<file path="config.mk">
export PLATFORM = sky130hd
export DESIGN_NAME = product_display_sched
export DESIGN_NICKNAME = d
export VERILOG_FILES = /design/src/rtl/product_display_sched.sv
export SDC_FILE = /design/constraint.sdc
export NUM_CORES = 1
export LEC_CHECK = 0
export CAP_MARGIN = 20
export CORE_MARGIN = 3
export CORE_UTILIZATION = 47
export DETAILED_ROUTE_END_ITERATION = 7
export GPL_TIMING_DRIVEN = 0
export MAX_ROUTING_LAYER = met4
export PLACE_DENSITY = 0.75
export SYNTH_ARGS = -nofsm -noshare
export SYNTH_HDL_FRONTEND = slang
export SYNTH_SLANG_ARGS = --single-unit
</file>
<file path="constraint.sdc">
create_clock -name clk -period 3.62 [get_ports clk]
set_input_delay 0.724 -clock clk [delete_from_list [all_inputs] [get_ports clk]]
set_output_delay 0.724 -clock clk [all_outputs]
set_load 0.01 [all_outputs]
</file>
<file path="src/rtl/product_display_sched.sv">
// ============================================================================
//  Module      : product_display_sched
//  Description : Captures a signed product, feeds its magnitude to an external
//                binary-to-BCD converter, latches the digits and scans a
//                scrollable 4-symbol window onto a seven-segment display.
//                Optional macro LEAD_BLANK_EN enables leading-zero blanking.
//  Revision    : 1.0 - initial release
// ============================================================================
`default_nettype none

module product_display_sched #(
  parameter int REFRESH_DIV   = 100000,
  parameter int SETTLE_CYCLES = 2
) (
  input  logic        clk,
  input  logic        rst,
  input  logic        load,
  input  logic [15:0] prod_in,
  input  logic        scroll_left,
  input  logic        scroll_right,
  output logic [15:0] bin_out,
  input  logic [3:0]  d4_in,
  input  logic [3:0]  d3_in,
  input  logic [3:0]  d2_in,
  input  logic [3:0]  d1_in,
  input  logic [3:0]  d0_in,
  output logic        valid,
  output logic [3:0]  anode,
  output logic [3:0]  sym
);

  localparam int c_REF_W = (REFRESH_DIV > 2) ? $clog2(REFRESH_DIV) : 1;
  localparam int c_SET_W = (SETTLE_CYCLES > 1) ? $clog2(SETTLE_CYCLES + 1) : 1;
  localparam logic [c_REF_W-1:0] c_REF_LAST = c_REF_W'(REFRESH_DIV - 1);
  localparam logic [c_SET_W-1:0] c_SET_LAST = c_SET_W'(SETTLE_CYCLES);
  localparam logic [3:0] c_SYM_MINUS = 4'hA;
  localparam logic [3:0] c_SYM_BLANK = 4'hF;

  typedef enum logic [1:0] {
    S_IDLE = 2'd0,
    S_CONV = 2'd1,
    S_SHOW = 2'd2
  } state_t;

  state_t               r_state, w_state_n;
  logic                 r_neg, w_neg_n;
  logic [15:0]          r_bin, w_bin_n;
  logic [c_SET_W-1:0]   r_settle, w_settle_n;
  logic                 r_valid, w_valid_n;
  logic [1:0]           r_w, w_w_n;
  logic [1:0]           r_wact, w_wact_n;
  logic [4:0][3:0]      r_dig, w_dig_n;
  logic [c_REF_W-1:0]   r_ref, w_ref_n;
  logic [1:0]           r_idx, w_idx_n;
  logic [3:0]           r_anode, w_anode_n;
  logic [3:0]           r_sym, w_sym_n;

  logic [16:0]          w_ext;
  logic [15:0]          w_mag;
  logic                 w_wrap;
  logic [4:1]           w_blank;
  logic [3:0]           w_sign;
  logic [2:0]           w_sel;

  // 17-bit negate so that -32768 maps cleanly to 32768
  assign w_ext = {prod_in[15], prod_in};
  assign w_mag = prod_in[15] ? 16'(17'd0 - w_ext) : prod_in;

  always_ff @(posedge clk or posedge rst) begin
    if (rst) begin
      r_state  <= S_IDLE;
      r_neg    <= 1'b0;
      r_bin    <= '0;
      r_settle <= '0;
      r_valid  <= 1'b0;
      r_w      <= 2'd0;
      r_wact   <= 2'd0;
      r_dig    <= '0;
      r_ref    <= '0;
      r_idx    <= 2'd0;
      r_anode  <= 4'b1111;
      r_sym    <= c_SYM_BLANK;
    end else begin
      r_state  <= w_state_n;
      r_neg    <= w_neg_n;
      r_bin    <= w_bin_n;
      r_settle <= w_settle_n;
      r_valid  <= w_valid_n;
      r_w      <= w_w_n;
      r_wact   <= w_wact_n;
      r_dig    <= w_dig_n;
      r_ref    <= w_ref_n;
      r_idx    <= w_idx_n;
      r_anode  <= w_anode_n;
      r_sym    <= w_sym_n;
    end
  end

  // Sequencer: load has priority over everything, scrolls act only in SHOW
  always_comb begin
    w_state_n  = r_state;
    w_neg_n    = r_neg;
    w_bin_n    = r_bin;
    w_settle_n = r_settle;
    w_valid_n  = r_valid;
    w_w_n      = r_w;
    w_dig_n    = r_dig;
    if (load) begin
      w_state_n  = S_CONV;
      w_neg_n    = prod_in[15];
      w_bin_n    = w_mag;
      w_settle_n = '0;
      w_valid_n  = 1'b0;
      w_w_n      = 2'd0;
    end else begin
      case (r_state)
        S_CONV: begin
          if (r_settle == c_SET_LAST) begin
            w_dig_n   = {d4_in, d3_in, d2_in, d1_in, d0_in};
            w_valid_n = 1'b1;
            w_state_n = S_SHOW;
          end else begin
            w_settle_n = r_settle + 1'b1;
          end
        end
        S_SHOW: begin
          if (scroll_left && !scroll_right && (r_w != 2'd2)) begin
            w_w_n = r_w + 2'd1;
          end else if (scroll_right && !scroll_left && (r_w != 2'd0)) begin
            w_w_n = r_w - 2'd1;
          end
        end
        default: ;
      endcase
    end
  end

  // Scan timing; the window in use is only refreshed on a position change
  always_comb begin
    w_wrap    = (r_ref == c_REF_LAST);
    w_ref_n   = w_wrap ? '0 : r_ref + 1'b1;
    w_idx_n   = w_wrap ? r_idx + 2'd1 : r_idx;
    w_wact_n  = w_wrap ? w_w_n : r_wact;
    w_anode_n = ~(4'b0001 << w_idx_n);
  end

  always_comb begin
    w_blank = '0;
`ifdef LEAD_BLANK_EN
    w_blank[4] = (w_dig_n[4] == 4'd0);
    w_blank[3] = w_blank[4] && (w_dig_n[3] == 4'd0);
    w_blank[2] = w_blank[3] && (w_dig_n[2] == 4'd0);
    w_blank[1] = w_blank[2] && (w_dig_n[1] == 4'd0);
`endif
    w_sign  = w_neg_n ? c_SYM_MINUS : c_SYM_BLANK;
    w_sel   = {1'b0, w_idx_n} + {1'b0, w_wact_n};
    w_sym_n = c_SYM_BLANK;
    if (w_valid_n) begin
      case (w_sel)
        3'd0:    w_sym_n = w_dig_n[0];
        3'd1:    w_sym_n = w_blank[1] ? c_SYM_BLANK : w_dig_n[1];
        3'd2:    w_sym_n = w_blank[2] ? c_SYM_BLANK : w_dig_n[2];
        3'd3:    w_sym_n = w_blank[3] ? c_SYM_BLANK : w_dig_n[3];
        3'd4:    w_sym_n = w_blank[4] ? c_SYM_BLANK : w_dig_n[4];
        3'd5:    w_sym_n = w_sign;
        default: w_sym_n = c_SYM_BLANK;
      endcase
    end
  end

  assign bin_out = r_bin;
  assign valid   = r_valid;
  assign anode   = r_anode;
  assign sym     = r_sym;

endmodule

`default_nettype wire

</file>
==> metrics.md <==
| Metric | Value |
|---|---|
| Largest net degree at the start of global routing | `73` |
| Chip width | `93.64 µm` |
| Vias in the first global route | `2720` |
| #FFs+latches synth | `73` |
| Clk pwr share | `30.6%` |
| GRT overflow | `0` |
| Hold Path Class | `flop to flop` |
| Post-synthesis cell count | `339` |
| Fin crit period | `3.625 ns` |
| Drc violations | `0` |
| Core area | `7370 µm²` |
| Cells after DPL | `504` |
| Hold Vio Cnt, Final | `0` |
| Part of the power in registers | `45.3%` |
| Unrepaired setup endpoints after global routing | `yes` |
| VDD IR max | `0.0003398 V` |
| Period Utilization, post-route | `100.1%` |
| Post-Syn Nets | `387` |
| Slew HR | `62.61%` |
| Startpoint types | `flop` |
| Vias per cell | `5.306` |
| Drt first pass iters | `4` |
| Power per cell area | `487.9 nW/µm²` |
| Setup tns final | `-0.005059 ns` |
| Gate power share | `24.1%` |
| Syn_area_per_cell | `10.65 µm²` |
| Global-route wire length before repair | `12750 µm` |
| Drt total wl | `7943 µm` |
| CTS root buf | `clkbuf_8` |
| Ys async rst share | `100.0%` |
| Synth Flop Type | `dfrtp_1` |
| Leading cell types in the layout, fill and taps excluded | `dfrtp_1 (65), clkdlybuf4s50_1 (63), nor2_1 (43)` |
| Antenna Violating Nets Remaining | `0` |
| Cell Rows | `31` |
| Switching share of power | `27.16%` |
| Status | `finished with violations` |
| Setup slack, reg-to-reg | `-0.005 ns` |
| Skew-Pair Late Insertion Delay | `0.34 ns` |
| WHS | `0.4883 ns` |
| Leakage | `0.002120 µW` |
| Clock skew | `0.006258 ns` |
| CP max FO | `7` |
| Routed via count | `2823` |
| Layout area overhead | `33.69%` |
| Fraction of layout cells with a size suffix above 1 | `19.86%` |
| EDFF count, synth | `0` |
| Critical path type | `flop to flop` |
| Final slew viol count | `0` |
| Commonest non-fill, non-tap cell in the layout | `dfrtp_1` |
| Sequential fraction of the synthesis area | `50.88%` |
| Gpl congestion | `0.8579` |
| # IOs | `66` |
| Initial antenna violation count | `0` |
| Slew @ Worst Pin | `0.5609 ns` |
| H-tree Lvls | `3` |
| Net Switching | `639.6 µW` |
| Die Ht | `93.64 µm` |
| Hpwl dp | `5526 µm` |
| Area of the mapped netlist | `3610 µm²` |
| Num CTS Buffers | `9` |
| Critical Path RT | `3.88 ns` |
| Synth warn | `0` |
| Wirelength per Cell | `14.93 µm` |
| Fmax | `275.9 MHz` |
| Clk sinks | `73` |
| CTS tree | `done` |
| DRT iter0 DRCs | `162` |
| Failing checks | `negative setup slack` |
| GRT Total Usage | `19.05%` |
| Die area | `8768 µm²` |
| Final Setup Violations | `1` |
| Fin util | `65.48%` |
| Crit. End Element | `flop` |
| ANT cells | `0` |
| Max clock buf depth | `2` |
| Post-Layout Cell Count | `532` |
| MaxCap Viol Count | `0` |
| Setup WS post-layout | `-0.005059 ns` |
| CTS clk-pin slew, worst paths | `0.08 ns` |
| Port buffer count | `65` |
| Post-synth cell types | `50` |
| Final nets | `476` |
| Starting Density | `48.98%` |
| Internal power | `1715 µW` |
| Worst Path Arrival | `3.89 ns` |
-- power by group through the flow --
stage	Clock, µW	Sequential [µW]	Combinational (µW)
after floorplan	0	1070	346
after global placement	0	1070	540
after detailed placement	0	1080	558
after CTS	733	1060	568
after global routing	768	1080	621
final	720	1070	569
-- critical path, stage by stage, from the launching register on --
cell	delay, ns
dfrtp_1	0.39
or4_4	0.55
nor4_4	0.37
buf_6	0.18
xor2_4	0.16
ha_2	0.19
inv_2	0.04
fa_2	0.64
buf_8	0.14
mux2i_1	0.19
nor2_1	0.07
a211oi_2	0.22
a21oi_1	0.09
a311o_1	0.31
-- timing repair --
item                                    4_1_cts  5_1_grt
endpoints found under the setup margin        4        4
hold endpoints to repair                      0        0
gates cloned                                  0        0
buffers inserted                              6        6
gates resized for setup                       8       14
pin swaps                                     1        8
hold buffers                                  0        0
-- per-layer routing --
layer	GRT usage, %	share of wire, %
met2	29.78	50
met4	7.581	1.6
met1	25.07	46
met5	-	0
met3	2.977	2.9
-- Yosys cell counts (2+ instances only) --
library cell | instances | area (µm²)
a211oi_1 | 2 | 15.01
a21o_1 | 4 | 30.03
a21oi_1 | 21 | 105.1
a22oi_1 | 2 | 15.01
a32o_1 | 2 | 20.02
and3_1 | 2 | 12.51
and3_2 | 2 | 15.01
buf_1 | 3 | 11.26
buf_2 | 2 | 10.01
clkbuf_1 | 8 | 30.03
dfrtp_1 | 65 | 1627
dfstp_2 | 8 | 210.2
ha_1 | 6 | 75.07
inv_1 | 16 | 60.06
mux2_2 | 24 | 270.3
mux2i_1 | 8 | 80.08
nand2_1 | 18 | 67.56
nand2b_1 | 4 | 25.02
nand3_1 | 9 | 45.04
nand4_1 | 5 | 31.28
nand4b_1 | 2 | 17.52
nor2_1 | 43 | 161.4
nor2b_1 | 5 | 31.28
nor3_1 | 2 | 10.01
nor3b_1 | 3 | 22.52
nor4_1 | 3 | 18.77
o21ai_0 | 11 | 55.05
o31ai_1 | 4 | 30.03
o41ai_1 | 2 | 17.52
or3_1 | 4 | 25.02
or4_1 | 2 | 15.01
xnor2_1 | 10 | 87.58
xor2_1 | 20 | 175.2
-- registers in the layout, indices dropped and copies added (netlist names) --
name      cells
r_ref        17
anode         4
r_neg         1
r_settle      2
r_dig        20
r_wact        2
sym           4
r_w           2
r_idx         2
bin_out      16
r_state       2
valid         1
-- worst paths after layout --
kind / from / endpoint / cells after the start
worst max-delay path: r_ref[11] / sym[2] / 13
worst min-delay path: r_neg / r_neg / 2
worst max register to register: r_ref[11] / sym[2] / 13
worst min register to register: r_neg / r_neg / 2
max in group asynchronous: rst / sym[3] / 3
min in group asynchronous: rst / bin_out[10] / 2
-- through the flow --
stage / setup WS, ns / total power, µW / instance area, µm²
global route: -0.1413 / 2473 / 4826
finish: -0.005059 / 2355 / 4826
floorplan: 0.01525 / 1420 / 3611
global placement: -0.4100 / 1609 / 4385
detailed placement: -0.4645 / 1637 / 4415
CTS: 0.02836 / 2365 / 4732
-- final cells by class --
cell class | count | area [µm²]
Fill cell | 586 | 2544
Tap cell | 99 | 123.9
Multi-Input combinational cell | 236 | 1722
Sequential cell | 73 | 1837
Timing Repair Buffer | 78 | 777.0
Buffer | 14 | 75.07
Inverter | 16 | 62.56
Clock inverter | 6 | 91.34
Clock buffer | 10 | 137.6
-- kinds of logic (layout without fill, tap and decap cells) --
logic type	count (synthesis)	in the layout	synth area share [%]
muxes	32	32	9.705
adders and majority gates	7	7	2.634
AOI/OAI and AO/OA	56	56	9.844
and+or+nand+nor	110	110	15.81
xor gates and xnor gates	31	31	7.730
buffers and inverters	30	124	3.397
DFF	73	73	50.88
(Power assumes the default switching activity.)
